===== src/rtl/ram_port_arbiter_if.sv =====
// Bundle of requester-side and RAM-side signals around the four-way RAM port arbiter.
// The master modport is the arbiter; the slave modport is the requesters plus the RAM.
interface ram_port_arbiter_if;
  logic [3:0]       req_ren;
  logic [3:0]       req_wen;
  logic [3:0]       req_burst;
  logic [3:0][31:0] req_addr;
  logic [3:0][31:0] req_store;
  logic [3:0]       req_wait;
  logic [31:0]      req_load;
  logic [3:0]       grant;
  logic [31:0]      ramaddr;
  logic [31:0]      ramstore;
  logic             ramREN;
  logic             ramWEN;
  logic [1:0]       ramstate;
  logic [31:0]      ramload;
  logic             err_clr;
  logic             err;

  modport master (
    input  req_ren, req_wen, req_burst, req_addr, req_store, ramstate, ramload, err_clr,
    output req_wait, req_load, grant, ramaddr, ramstore, ramREN, ramWEN, err
  );

  modport slave (
    output req_ren, req_wen, req_burst, req_addr, req_store, ramstate, ramload, err_clr,
    input  req_wait, req_load, grant, ramaddr, ramstore, ramREN, ramWEN, err
  );
endinterface


===== src/rtl/ram_port_arbiter.sv =====
// Round-robin arbiter sharing one RAM port between two icache and two dcache requesters,
// with optional fixed-length bursts, a per-word timeout and a sticky error flag.
module ram_port_arbiter #(
  parameter int BURST_LEN = 2,
  parameter int TIMEOUT   = 255
) (
  input logic               clk,
  input logic               rst,
  ram_port_arbiter_if.master bus
);

  localparam logic [1:0] RAM_ACCESS  = 2'd2;
  localparam logic [1:0] RAM_ERROR   = 2'd3;
  localparam logic [1:0] BEAT_LAST   = 2'(BURST_LEN - 1);
  localparam logic [8:0] TIMEOUT_LIM = 9'(TIMEOUT);

  typedef enum logic {IDLE, XFER} state_t;

  state_t      state_q, state_d;
  logic [3:0]  grant_q, grant_d;
  logic [1:0]  beat_q, beat_d;
  logic [7:0]  timeout_q, timeout_d;
  logic [1:0]  last_grant_q, last_grant_d;
  logic        err_q, err_d;

  logic [1:0]  g_idx;
  logic [1:0]  scan_idx;
  logic [3:0]  pending;
  logic        is_last;
  logic        xfer_done;
  logic [3:0]  wait_c;
  logic [31:0] addr_c;
  logic [31:0] store_c;
  logic        ren_c;
  logic        wen_c;

  assign pending = bus.req_ren | bus.req_wen;

  always_comb begin
    g_idx = 2'd0;
    for (int i = 0; i < 4; i++) begin
      if (grant_q[i]) g_idx = 2'(i);
    end
  end

  assign is_last = bus.req_burst[g_idx] ? (beat_q == BEAT_LAST) : (beat_q == 2'd0);

  always_comb begin
    state_d      = state_q;
    grant_d      = grant_q;
    beat_d       = beat_q;
    timeout_d    = timeout_q;
    last_grant_d = last_grant_q;
    err_d        = err_q & ~bus.err_clr;
    scan_idx     = 2'd0;
    xfer_done    = 1'b0;
    wait_c       = 4'b1111;
    addr_c       = 32'd0;
    store_c      = 32'd0;
    ren_c        = 1'b0;
    wen_c        = 1'b0;

    case (state_q)
      IDLE: begin
        beat_d    = 2'd0;
        timeout_d = 8'd0;
        grant_d   = 4'b0000;
        // Scan farthest-first so the requester nearest after last_grant wins.
        for (int k = 4; k >= 1; k--) begin
          scan_idx = last_grant_q + 2'(k);
          if (pending[scan_idx]) begin
            grant_d = 4'b0001 << scan_idx;
            state_d = XFER;
          end
        end
      end

      XFER: begin
        addr_c = bus.req_addr[g_idx] + {28'd0, beat_q, 2'b00};
        if (!pending[g_idx]) begin
          xfer_done = 1'b1;
        end else begin
          wen_c   = bus.req_wen[g_idx];
          ren_c   = bus.req_ren[g_idx] & ~bus.req_wen[g_idx];
          store_c = bus.req_wen[g_idx] ? bus.req_store[g_idx] : 32'd0;
          if (bus.ramstate == RAM_ACCESS) begin
            wait_c[g_idx] = 1'b0;
            beat_d        = beat_q + 2'd1;
            timeout_d     = 8'd0;
            xfer_done     = is_last;
          end else if (bus.ramstate == RAM_ERROR) begin
            wait_c[g_idx] = 1'b0;
            err_d         = 1'b1;
            xfer_done     = 1'b1;
          end else begin
            timeout_d = timeout_q + 8'd1;
            if (({1'b0, timeout_q} + 9'd1) >= TIMEOUT_LIM) begin
              err_d     = 1'b1;
              xfer_done = 1'b1;
            end
          end
        end
        if (xfer_done) begin
          state_d      = IDLE;
          grant_d      = 4'b0000;
          last_grant_d = g_idx;
        end
      end

      default: state_d = IDLE;
    endcase
  end

  always_ff @(posedge clk or posedge rst) begin
    if (rst) begin
      state_q      <= IDLE;
      grant_q      <= 4'b0000;
      beat_q       <= 2'd0;
      timeout_q    <= 8'd0;
      last_grant_q <= 2'd3;
      err_q        <= 1'b0;
    end else begin
      state_q      <= state_d;
      grant_q      <= grant_d;
      beat_q       <= beat_d;
      timeout_q    <= timeout_d;
      last_grant_q <= last_grant_d;
      err_q        <= err_d;
    end
  end

  assign bus.grant    = grant_q;
  assign bus.err      = err_q;
  assign bus.req_wait = wait_c;
  assign bus.req_load = bus.ramload;
  assign bus.ramaddr  = addr_c;
  assign bus.ramstore = store_c;
  assign bus.ramREN   = ren_c;
  assign bus.ramWEN   = wen_c;

endmodule

===== src/flat_wrapper.sv =====
// flat-port wrapper written by rule: the top's interface ports become plain ports
module ram_port_arbiter_flat 
#(
  parameter int BURST_LEN = 2,
  parameter int TIMEOUT   = 255
)
  (clk, rst, bus_req_ren, bus_req_wen, bus_req_burst, bus_req_addr, bus_req_store, bus_ramstate, bus_ramload, bus_err_clr, bus_req_wait, bus_req_load, bus_grant, bus_ramaddr, bus_ramstore, bus_ramREN, bus_ramWEN, bus_err);
  ram_port_arbiter_if bus_i ();
  input logic clk;
  input logic rst;
  input wire logic [$bits(bus_i.req_ren)-1:0] bus_req_ren;
  input wire logic [$bits(bus_i.req_wen)-1:0] bus_req_wen;
  input wire logic [$bits(bus_i.req_burst)-1:0] bus_req_burst;
  input wire logic [$bits(bus_i.req_addr)-1:0] bus_req_addr;
  input wire logic [$bits(bus_i.req_store)-1:0] bus_req_store;
  input wire logic [$bits(bus_i.ramstate)-1:0] bus_ramstate;
  input wire logic [$bits(bus_i.ramload)-1:0] bus_ramload;
  input wire logic [$bits(bus_i.err_clr)-1:0] bus_err_clr;
  output wire logic [$bits(bus_i.req_wait)-1:0] bus_req_wait;
  output wire logic [$bits(bus_i.req_load)-1:0] bus_req_load;
  output wire logic [$bits(bus_i.grant)-1:0] bus_grant;
  output wire logic [$bits(bus_i.ramaddr)-1:0] bus_ramaddr;
  output wire logic [$bits(bus_i.ramstore)-1:0] bus_ramstore;
  output wire logic [$bits(bus_i.ramREN)-1:0] bus_ramREN;
  output wire logic [$bits(bus_i.ramWEN)-1:0] bus_ramWEN;
  output wire logic [$bits(bus_i.err)-1:0] bus_err;
  assign bus_i.req_ren = bus_req_ren;
  assign bus_i.req_wen = bus_req_wen;
  assign bus_i.req_burst = bus_req_burst;
  assign bus_i.req_addr = bus_req_addr;
  assign bus_i.req_store = bus_req_store;
  assign bus_i.ramstate = bus_ramstate;
  assign bus_i.ramload = bus_ramload;
  assign bus_i.err_clr = bus_err_clr;
  assign bus_req_wait = bus_i.req_wait;
  assign bus_req_load = bus_i.req_load;
  assign bus_grant = bus_i.grant;
  assign bus_ramaddr = bus_i.ramaddr;
  assign bus_ramstore = bus_i.ramstore;
  assign bus_ramREN = bus_i.ramREN;
  assign bus_ramWEN = bus_i.ramWEN;
  assign bus_err = bus_i.err;
  ram_port_arbiter #(.BURST_LEN(BURST_LEN), .TIMEOUT(TIMEOUT)) u_core (.clk(clk), .rst(rst), .bus(bus_i));
endmodule

===== config.mk =====
export PLATFORM = sky130hd
export DESIGN_NAME = ram_port_arbiter_flat
export DESIGN_NICKNAME = d
export VERILOG_FILES = /design/src/rtl/ram_port_arbiter_if.sv /design/src/rtl/ram_port_arbiter.sv /design/src/flat_wrapper.sv
export SDC_FILE = /design/constraint.sdc
export NUM_CORES = 1
export LEC_CHECK = 0
export CORE_AREA = 5 5 157 159
export CTS_CLUSTER_SIZE = 30
export DETAILED_ROUTE_END_ITERATION = 16
export DIE_AREA = 0 0 162 164
export PLACE_DENSITY_LB_ADDON = 0.2
export SLEW_MARGIN = 0
export SYNTH_ARGS = -nofsm -noshare
export SYNTH_HDL_FRONTEND = slang
export SYNTH_SLANG_ARGS = --single-unit

===== constraint.sdc =====
create_clock -name clk -period 5.7 [get_ports clk]
set_clock_uncertainty 0.05 [all_clocks]
set_input_delay 1.71 -clock clk [delete_from_list [all_inputs] [get_ports clk]]
set_output_delay 1.71 -clock clk [all_outputs]
set_load 0.05 [all_outputs]

After elaboration in Yosys (flattened, before gate mapping)
Index checks and enable logic that the tools add are counted.

$add $sub $neg: 7. Order comparisons: 7. Equal/unequal tests: 7. Shifts and indexed selects: 4. Mux-type cells: 67. Bitwise operators: 7. Reductions and logical operators: 5.

Operator list (number): $mux 32 (6); $bmux 32 s2 (2); $mux 4 (9); $add 32x4->32 (1); $mux 1 (30); $mux 8 (3); $bmux 1 s2 (8); $pmux 8 s2 (1); $shl 1x2->4 const A (4); $lt 2x3->1 const B (5); $add 8x1->9 const B (1); $ge 9x8->1 const B (1); $add 8x1->8 const B (1); $mux 2 (4); $pmux 4 s2 (1); $ne 2x2->1 const B (3); $reduce_and 2->1 (3); $add 2x1->2 const B (2); $add 2x2->2 const B (2); $eq 2x2->1 const B (2); $not 4->4 (1); $or 4x4->4 (1); $pmux 2 s2 (1); $ne 3x3->1 const B (1); other kinds (8) (11).

Register bits: 18. Bits of input ports: 305. Output and inout port bits: 107.

Longest topological paths before layout
Gate-level depths: netlist of the first run.

Depth after elaboration: 12. Gate-level depth with buffers: 18. Gate-level depth less buffers: 11.

Worst setup path after synthesis of the first run
Ideal clock, no wire load.

Path type: flip-flop to output port. Start point: reg u_core.grant_q[1], in the netlist u_core.bus.grant[1]. End point: out bus_ramaddr[10]. Data arrival time: 4.982 ns. Data required time: 3.940 ns. Slack: -1.042 ns. Cell stages (with the launch flop): 18. Path through: dfrtp_1 > buf_6 > buf_12 > buf_6 > buf_2 > buf_2 > buf_1 > mux2i_1 > nor2_1 > a21oi_1 > o21ai_0 > ha_1 > inv_1 > fa_1 > nor4_1 > clkbuf_1 > a31oi_1 > a211oi_1.

Cells in the longest elaborated chain, start to end: 7.

Ends and longest elaborated chain: start: declaration (RTL line ram_port_arbiter.sv:20) `logic [3:0] grant_q, grant_d;`; start signal: assignment (RTL line ram_port_arbiter.sv:124) `grant_q <= grant_d;`; $mux 1 (RTL line ram_port_arbiter.sv:42) `if (grant_q[i]) g_idx = 2'(i);`; $mux 2 (2 in series) (RTL line ram_port_arbiter.sv:42); $bmux 32 s2 (RTL line ram_port_arbiter.sv:79) `addr_c = bus.req_addr[g_idx] + {28'd0, beat_q, 2'b00};`; $mux 32 (implied by the code) (RTL line ram_port_arbiter.sv:79); $add 32x4->32 (RTL line ram_port_arbiter.sv:79); $mux 32 (RTL line ram_port_arbiter.sv:63) `case (state_q)`; end: declaration (RTL line flat_wrapper.sv:22) `output wire logic [$bits(bus_i.ramaddr)-1:0] bus_ramaddr;`.

No other way between the ends. The select of a mux whose other input is x is not followed.

Final worst setup path of the first run
Start point: in bus_req_addr[23]. End point: out bus_ramaddr[30].

Cells in the longest elaborated chain, start to end: 4.

Ends and longest elaborated chain: start: declaration (RTL line flat_wrapper.sv:14) `input wire logic [$bits(bus_i.req_addr)-1:0] bus_req_addr;`; $bmux 32 s2 (RTL line ram_port_arbiter.sv:79); $mux 32 (implied by the code) (RTL line ram_port_arbiter.sv:79); $add 32x4->32 (RTL line ram_port_arbiter.sv:79); $mux 32 (RTL line ram_port_arbiter.sv:63).

No other way between the ends. The select of a mux whose other input is x is not followed.

==> metrics.cfg, run 1 <==
[status]
status=finished, violations left
violations=setup timing

[setup_path]
criticalPathCategory=input pin to primary output
slowest_stage=clkdlybuf4s50_1
startpoint_type=input pin
cp_cell_sequence=clkdlybuf4s50_1 -> mux2i_2 -> a222oi_1 -> buf_4 -> nand3_4 -> nor3_4 -> nand3_2 -> o31a_1 -> nor3_4 -> buf_12
critical_path.max_fanout=4
worstPathRequired_ns=3.94
crit_buf_inv=3
cp-end-kind=primary output
critPathTopFamily=buffers and inverters
critPathMostFrequentCell=nor3_4
cp.arrival_ns=3.94
critical-path-max-stage-delay_ns=0.48

[sta]
postLayoutSetupSlackWorst_ns=-0.00347
rsz0062_at_grt=true
hold_violations=0
fin_tns_setup_ns=-0.00347
min_period_ns=5.70
report.final.setup_viol=1
hold_ws_ns=0.454
slew-limit-headroom_pct=50.2
worst_pin_slew_ns=0.745
max_clock_freq_mhz=175
period_share_pct=100
slew_violations=0

[cts]
clk_path_buf_depth=2
cts_tree=built
root_buffer=clkbuf_16
postCtsHoldBufs=0
clk_pin_slew_worst_paths_ns=0.05
h-tree-depth=1
clk_latency_ns=0.25
clkSinkCount=18
cts_made_buffers=3

[flow_run]
drv_cap=0

[yosys]
synth-simple-area-share_pct=28.6
synth.top_cell.area_share_pct=14.3
yosys_warnings=0
synth_area_leader_cell=mux2i_1
syn_area_per_cell_um2=6.52
ys_ff_latch=18
syn_inst=718
synth_compound_area_share_pct=25.1
synth_top_family_by_area=simple AND/OR/NAND/NOR gates
synthArstFlopShare_pct=100
muxShareOfSynthArea_pct=18.6
syn_area_mm2=0.00468
synth_edf_count=0
synth-adder-area-share_pct=3.10
yosys-top-cells-area=mux2i_1, nor2_1, a21oi_1
synth_xor_area_share_pct=2.81
ys.flop_type=dfrtp_1
synth.distinct_cells=67
ys_seq_area_share_pct=9.67
syn_nets=1034

[finish]
syn_to_final_growth_pct=113
layout.nets=1378
final_cell_count_no_fill=1353
drive_gt1_share_pct=24.3

[pwr]
p_switching_mw=2.49
swShare_pct=53.9
power_mw=4.62
powerDensity_mw_per_mm2=463
p_comb_share_pct=90.9
internal-power_mw=2.13
p_clk_share_pct=3.2
p_leak_nw=4.05
pwr-share-seq_pct=5.9
peakVddDrop_uv=218

[floorplanning]
coreArea_mm2=0.0231
io_pins=412
num_rows=56
die_area_mm2=0.0266
die_w_um=162
start_util_pct=20.3
fp.dieH_um=164

[grt]
antenna_found_initial=3
grtUsageTotal_pct=18.2
grt_max_degree=60
grt_overflow=0
grt_pass1_vias=6461
grt_pass1_wl_um=38000

[placement]
placedCellCount=1335
port_buffers=347
gp_congestion=0.874
post-dp-hpwl_um=21900
dp_slack_ns=-0.706

[route]
drt-pass1-iter-count=5
route.detailed.drc=0
ant_nets=0
drtIter0Drc=360
wire_per_inst_um=19.6
totalWireLength_um=26500
via_per_inst=4.78
vias=6472

[min_path]
hold_path.class=flop to flop

## cells in the mapped netlist (all sizes together) (4+ instances only)
| cell | count |
|---|---|
| dfrtp | 16 |
| nor2b | 9 |
| a221oi | 5 |
| nand2b | 4 |
| nor4 | 4 |
| a211oi | 5 |
| a31oi | 8 |
| and2 | 4 |
| o221ai | 7 |
| or2 | 4 |
| nand2 | 62 |
| nor2 | 146 |
| buf | 54 |
| ha | 10 |
| xnor2 | 7 |
| o21a | 8 |
| mux2i | 67 |
| nand4 | 12 |
| inv | 23 |
| clkbuf | 29 |
| o21ai | 34 |
| mux2 | 12 |
| a2bb2oi | 6 |
| nand3 | 15 |
| and3 | 5 |
| a21oi | 91 |
| nor3 | 19 |
| o2bb2ai | 4 |
| xor2 | 8 |
## worst reg2reg max path, cell delays in order (launching register included)
cell and delay [ns]:
dfrtp_4 0.74, clkinv_1 0.50, buf_4 0.35, o311ai_0 0.12
buf_4 0.19, and2_1 0.14, nand2_1 0.07, buf_4 0.15
nor2_1 0.37, nand4_1 0.14, o21ai_0 0.16
## worst paths after layout
path                                     start             endpoint  slack, ns  depth (start not counted)
hold / removal             u_core.bus.grant[0]  u_core.bus.grant[0]       0.45                          1
setup / recovery              bus_req_addr[23]      bus_ramaddr[30]     -0.003                         10
setup reg to reg           u_core.bus.grant[3]  u_core.timeout_q[4]       2.65                         10
min in group asynchronous                  rst  u_core.bus.grant[3]       1.84                          2
hold reg to reg            u_core.bus.grant[0]  u_core.bus.grant[0]       0.45                          1
max in group asynchronous                  rst  u_core.bus.grant[2]       3.22                          2
## cell families (layout without fill, tap and decap cells)
kind of cell	Yosys count	in the layout
AND/OR/NAND/NOR	295	295
flip-flops	18	18
XOR/XNOR	15	15
buffers and inverters	107	450
adder cells (fa/ha/maj)	11	11
AO/OA/AOI/OAI	190	190
other	0	2
multiplexers	82	82
## flip-flops by register name, summed over array words and instances, names as in the netlist
signal	count
u_core.state_q	1
u_core.last_grant_q	2
u_core.bus.err	1
u_core.beat_q	2
u_core.bus.grant	4
u_core.timeout_q	8
## power groups by stage
stage	clock (mW)	sequential, mW	combinational, mW
6_report	0.146	0.274	4.20
5_1_grt	0.154	0.287	4.46
4_1_cts	0.147	0.272	4.14
3_5_place_dp	0	0.270	4.03
3_3_place_gp	0	0.269	4.02
2_1_floorplan	0	0.248	2.28
## what timing repair did
item / CTS / global route
gates cloned: 0 / 0
endpoints found under the setup margin: 28 / 24
setup buffers: 4 / 11
pin swaps: 33 / 39
gates resized for setup: 64 / 62
## stage by stage
stage | instance area, um2 | util (%)
after floorplan | 4860 | -
after global placement | 9350 | 40.4
after detailed placement | 9350 | 40.4
after CTS | 9660 | 41.8
after global routing | 9980 | 43.2
final | 9980 | 43.2
## layer usage
metal	up-vias	wire length, um	track usage [%]	part of all wire, %
met5	-	20	0	0.076
met3	42	2000	3.86	7.6
met1	2959	10600	22.1	40
li1	3206	-	-	-
met4	2	558	4.27	2.1
met2	263	13300	33.0	50
## area by class of cell
type / count / area, um2
diodes: 2 / 5.00
clock buffers: 4 / 78.8
fillers: 2371 / 13100
inverters: 24 / 90.1
multi-input cells: 593 / 4220
flip-flops and latches: 18 / 464
well taps: 290 / 363
repair buffers: 422 / 4760
## cells in the final DEF (no fill, tap or decap), types with 12 or more instances in the layout
cell type | netlist | final
buf_12 | 1 | 64
nand4_1 | 12 | 12
clkdlybuf4s50_1 | 0 | 251
mux2i_1 | 67 | 64
inv_1 | 21 | 17
buf_4 | 32 | 68
buf_6 | 2 | 15
dlymetal6s2s_1 | 0 | 18
dfrtp_1 | 16 | 13
o21ai_0 | 33 | 30
mux2_2 | 12 | 12
a21oi_1 | 90 | 88
nor2_1 | 145 | 133
nand2_1 | 62 | 57
Power figures use the tool's default switching activity.
==> run 2, diff against run 1 <==
CORE_AREA = 5 5 156 158   (was 5 5 157 159)
DIE_AREA = 0 0 161 163   (was 0 0 162 164)
SETUP_SLACK_MARGIN = 0.5   (was unset)
TNS_END_PERCENT = 30   (was unset)
==> run 2 against run 1 <==
Effect of this change: the run still ends with setup timing left; largest power group unchanged; maximum frequency decreased by 1.9%; highest routed layer unchanged; sequential share of layout area increased by 0.075 points; largest cell class unchanged; via count decreased by 2.1%.
==> metrics.cfg, run 2 (synthesized netlist as in run 1, its figures left out) <==
[setup_path]
critical_path.max_fanout=4  ; unchanged
critical-path-max-stage-delay_ns=0.27  ; was 0.48 ns
crit_buf_inv=5  ; was 3
criticalPathCategory=input pin to primary output  ; unchanged
worstPathRequired_ns=3.94  ; about the same
cp-end-kind=primary output  ; unchanged
cp_cell_sequence=buf_6 -> nor2b_4 -> a211oi_2 -> o31ai_2 -> buf_4 -> ha_4 -> a21oi_4 -> or2_4 -> buf_12 -> nor4_4 -> buf_4 -> and2b_1 -> o21a_1 -> buf_12  ; was clkdlybuf4s50_1 -> mux2i_2 -> a222oi_1 -> buf_4 -> nand3_4 -> nor3_4 -> nand3_2 -> o31a_1 -> nor3_4 -> buf_12
slowest_stage=ha_4  ; was clkdlybuf4s50_1
startpoint_type=input pin  ; unchanged
cp.arrival_ns=4.06  ; was 3.94 ns
critPathTopFamily=simple AND/OR/NAND/NOR gates  ; was buffers and inverters

[cts]
clkSinkCount=18  ; unchanged
h-tree-depth=1  ; unchanged
clk_latency_ns=0.25  ; about the same
postCtsHoldBufs=0  ; unchanged
cts_tree=built  ; unchanged
cts_made_buffers=3  ; unchanged
clk_path_buf_depth=2  ; unchanged
clk_pin_slew_worst_paths_ns=0.06  ; was 0.05 ns
root_buffer=clkbuf_16  ; unchanged

[finish]
regMostFlops=u_core.timeout_q  ; unchanged
post-route-util_pct=42.8  ; was 43.2%
syn_to_final_growth_pct=110  ; was 113%
layout.nets=1371  ; was 1378
largest_register_ffs=8  ; unchanged
fin_area_mm2=0.00983  ; was 0.00998 mm2
final_common_cell=clkdlybuf4s50_1  ; unchanged
final_cell_mix=clkdlybuf4s50_1, nor2_1, a21oi_1  ; unchanged
drive_gt1_share_pct=22.7  ; was 24.3%

[floorplanning]
die_area_mm2=0.0262  ; was 0.0266 mm2
num_rows=56  ; unchanged
start_util_pct=20.4  ; was 20.3%
die_w_um=161  ; was 162 um
io_pins=412  ; unchanged
coreArea_mm2=0.0230  ; was 0.0231 mm2
fp.dieH_um=163  ; was 164 um

[status]
violations=setup timing  ; unchanged
status=finished, violations left  ; unchanged

[placement]
post-dp-hpwl_um=21300  ; was 21900 um
port_buffers=347  ; unchanged
gp_congestion=0.844  ; was 0.874
dpl_cell_area_mm2=0.00939  ; was 0.00935 mm2

[pwr]
powerDensity_mw_per_mm2=462  ; was 463 mW/mm2
p_leak_nw=3.84  ; was 4.05 nW
peakVddDrop_uv=190  ; was 218 uV

[route]
wire_per_inst_um=19.0  ; was 19.6 um
ant_nets=0  ; unchanged
drt-pass1-iter-count=4  ; was 5
drtIter0Drc=278  ; was 360
totalWireLength_um=25500  ; was 26500 um
via_per_inst=4.71  ; was 4.78
route.detailed.drc=0  ; unchanged
vias=6337  ; was 6472

[grt]
grtUsageTotal_pct=18.1  ; was 18.2%
grt_pass1_wl_um=37500  ; was 38000 um
grt_pass1_vias=6408  ; was 6461
antenna_found_initial=6  ; was 3
grt_overflow=0  ; unchanged
grt_max_degree=57  ; was 60

[sta]
postLayoutSetupSlackWorst_ns=-0.115  ; was -0.00347 ns
max_clock_freq_mhz=172  ; was 175 MHz
period_share_pct=102  ; was 100%
slew_violations=0  ; unchanged
report.final.setup_viol=16  ; was 1
worst_pin_slew_ns=0.746  ; was 0.745 ns
rsz0062_at_grt=true  ; unchanged
slew-limit-headroom_pct=50.2  ; about the same
min_period_ns=5.82  ; was 5.70 ns
hold_violations=0  ; unchanged

[flow_run]
drv_cap=0  ; unchanged

[min_path]
hold_path.class=flop to flop  ; unchanged

run 2: report_power, final:
part / switching (mW) / leakage, nW / internal, mW
Combinational: 2.28 / 3.57 / 1.82
Sequential: 0.101 / 0.230 / 0.172
Clock: 0.0539 / 0.0442 / 0.107
Total: 2.44 / 3.84 / 2.10
run 2: layout make-up:
cell class                      count  area [um2]
Sequential cell                    18         464
Timing Repair Buffer              415        4680
Tap cell                          290         363
Clock buffer                        4        88.8
Multi-Input combinational cell    593        4140
Fill cell                        2334       13200
Antenna cell                        2        5.00
Inverter                           24        90.1
run 2: stage by stage:
stage / power [mW] / instances / setup slack (ns) / hold WS [ns] / TNS [ns]
3_5_place_dp: 4.29 / 1330 / -0.596 / 0.442 / -13.25
2_1_floorplan: 2.56 / 718 / 0.116 / 0.442 / 0
4_1_cts: 4.55 / 1340 / -0.232 / 0.454 / -3.04
6_report: 4.54 / 1346 / -0.115 / 0.446 / -0.824
5_1_grt: 4.82 / 1346 / -0.260 / 0.478 / -3.68
3_3_place_gp: 4.29 / 1330 / -0.588 / 0.444 / -13.02
run 2: repair_timing:
item	in CTS	in global routing
resized for setup	56	21
cloned	1	0
pin swaps	36	26
buffers inserted	5	4
setup endpoints to repair	67	68
run 2: worst reg2reg max path: stages, from the launching register on:
cell,delay (ns)
dfrtp_4,0.68
clkinv_1,0.55
o311ai_1,0.28
and2_1,0.21
nand2_1,0.13
nor2_1,0.44
nand4_1,0.15
o21ai_0,0.15
run 2: metal layers:
layer	global-route usage [%]	share of wire [%]
met4	3.41	1.5
met2	33.9	52
met3	4.28	6.9
met1	21.1	40
met5	0	0.24
run 2: worst paths after layout:
kind	from	to	slack, ns	cells after the start
worst max register to register	u_core.bus.grant[3]	u_core.timeout_q[4]	2.99	7
worst max-delay path	bus_req_addr[3]	bus_ramaddr[11]	-0.12	14
worst min-delay path	u_core.bus.grant[0]	u_core.bus.grant[0]	0.45	1
max in group asynchronous	rst	u_core.bus.grant[2]	3.21	2
min in group asynchronous	rst	u_core.bus.grant[1]	1.84	2
worst min register to register	u_core.bus.grant[0]	u_core.bus.grant[0]	0.45	1
==> run 3, diff against run 2 <==
CTS_CLUSTER_SIZE = 25   (was 30)
==> results of run 3 <==
No change in the layout: final DEF, timing and power equal those of run 2.
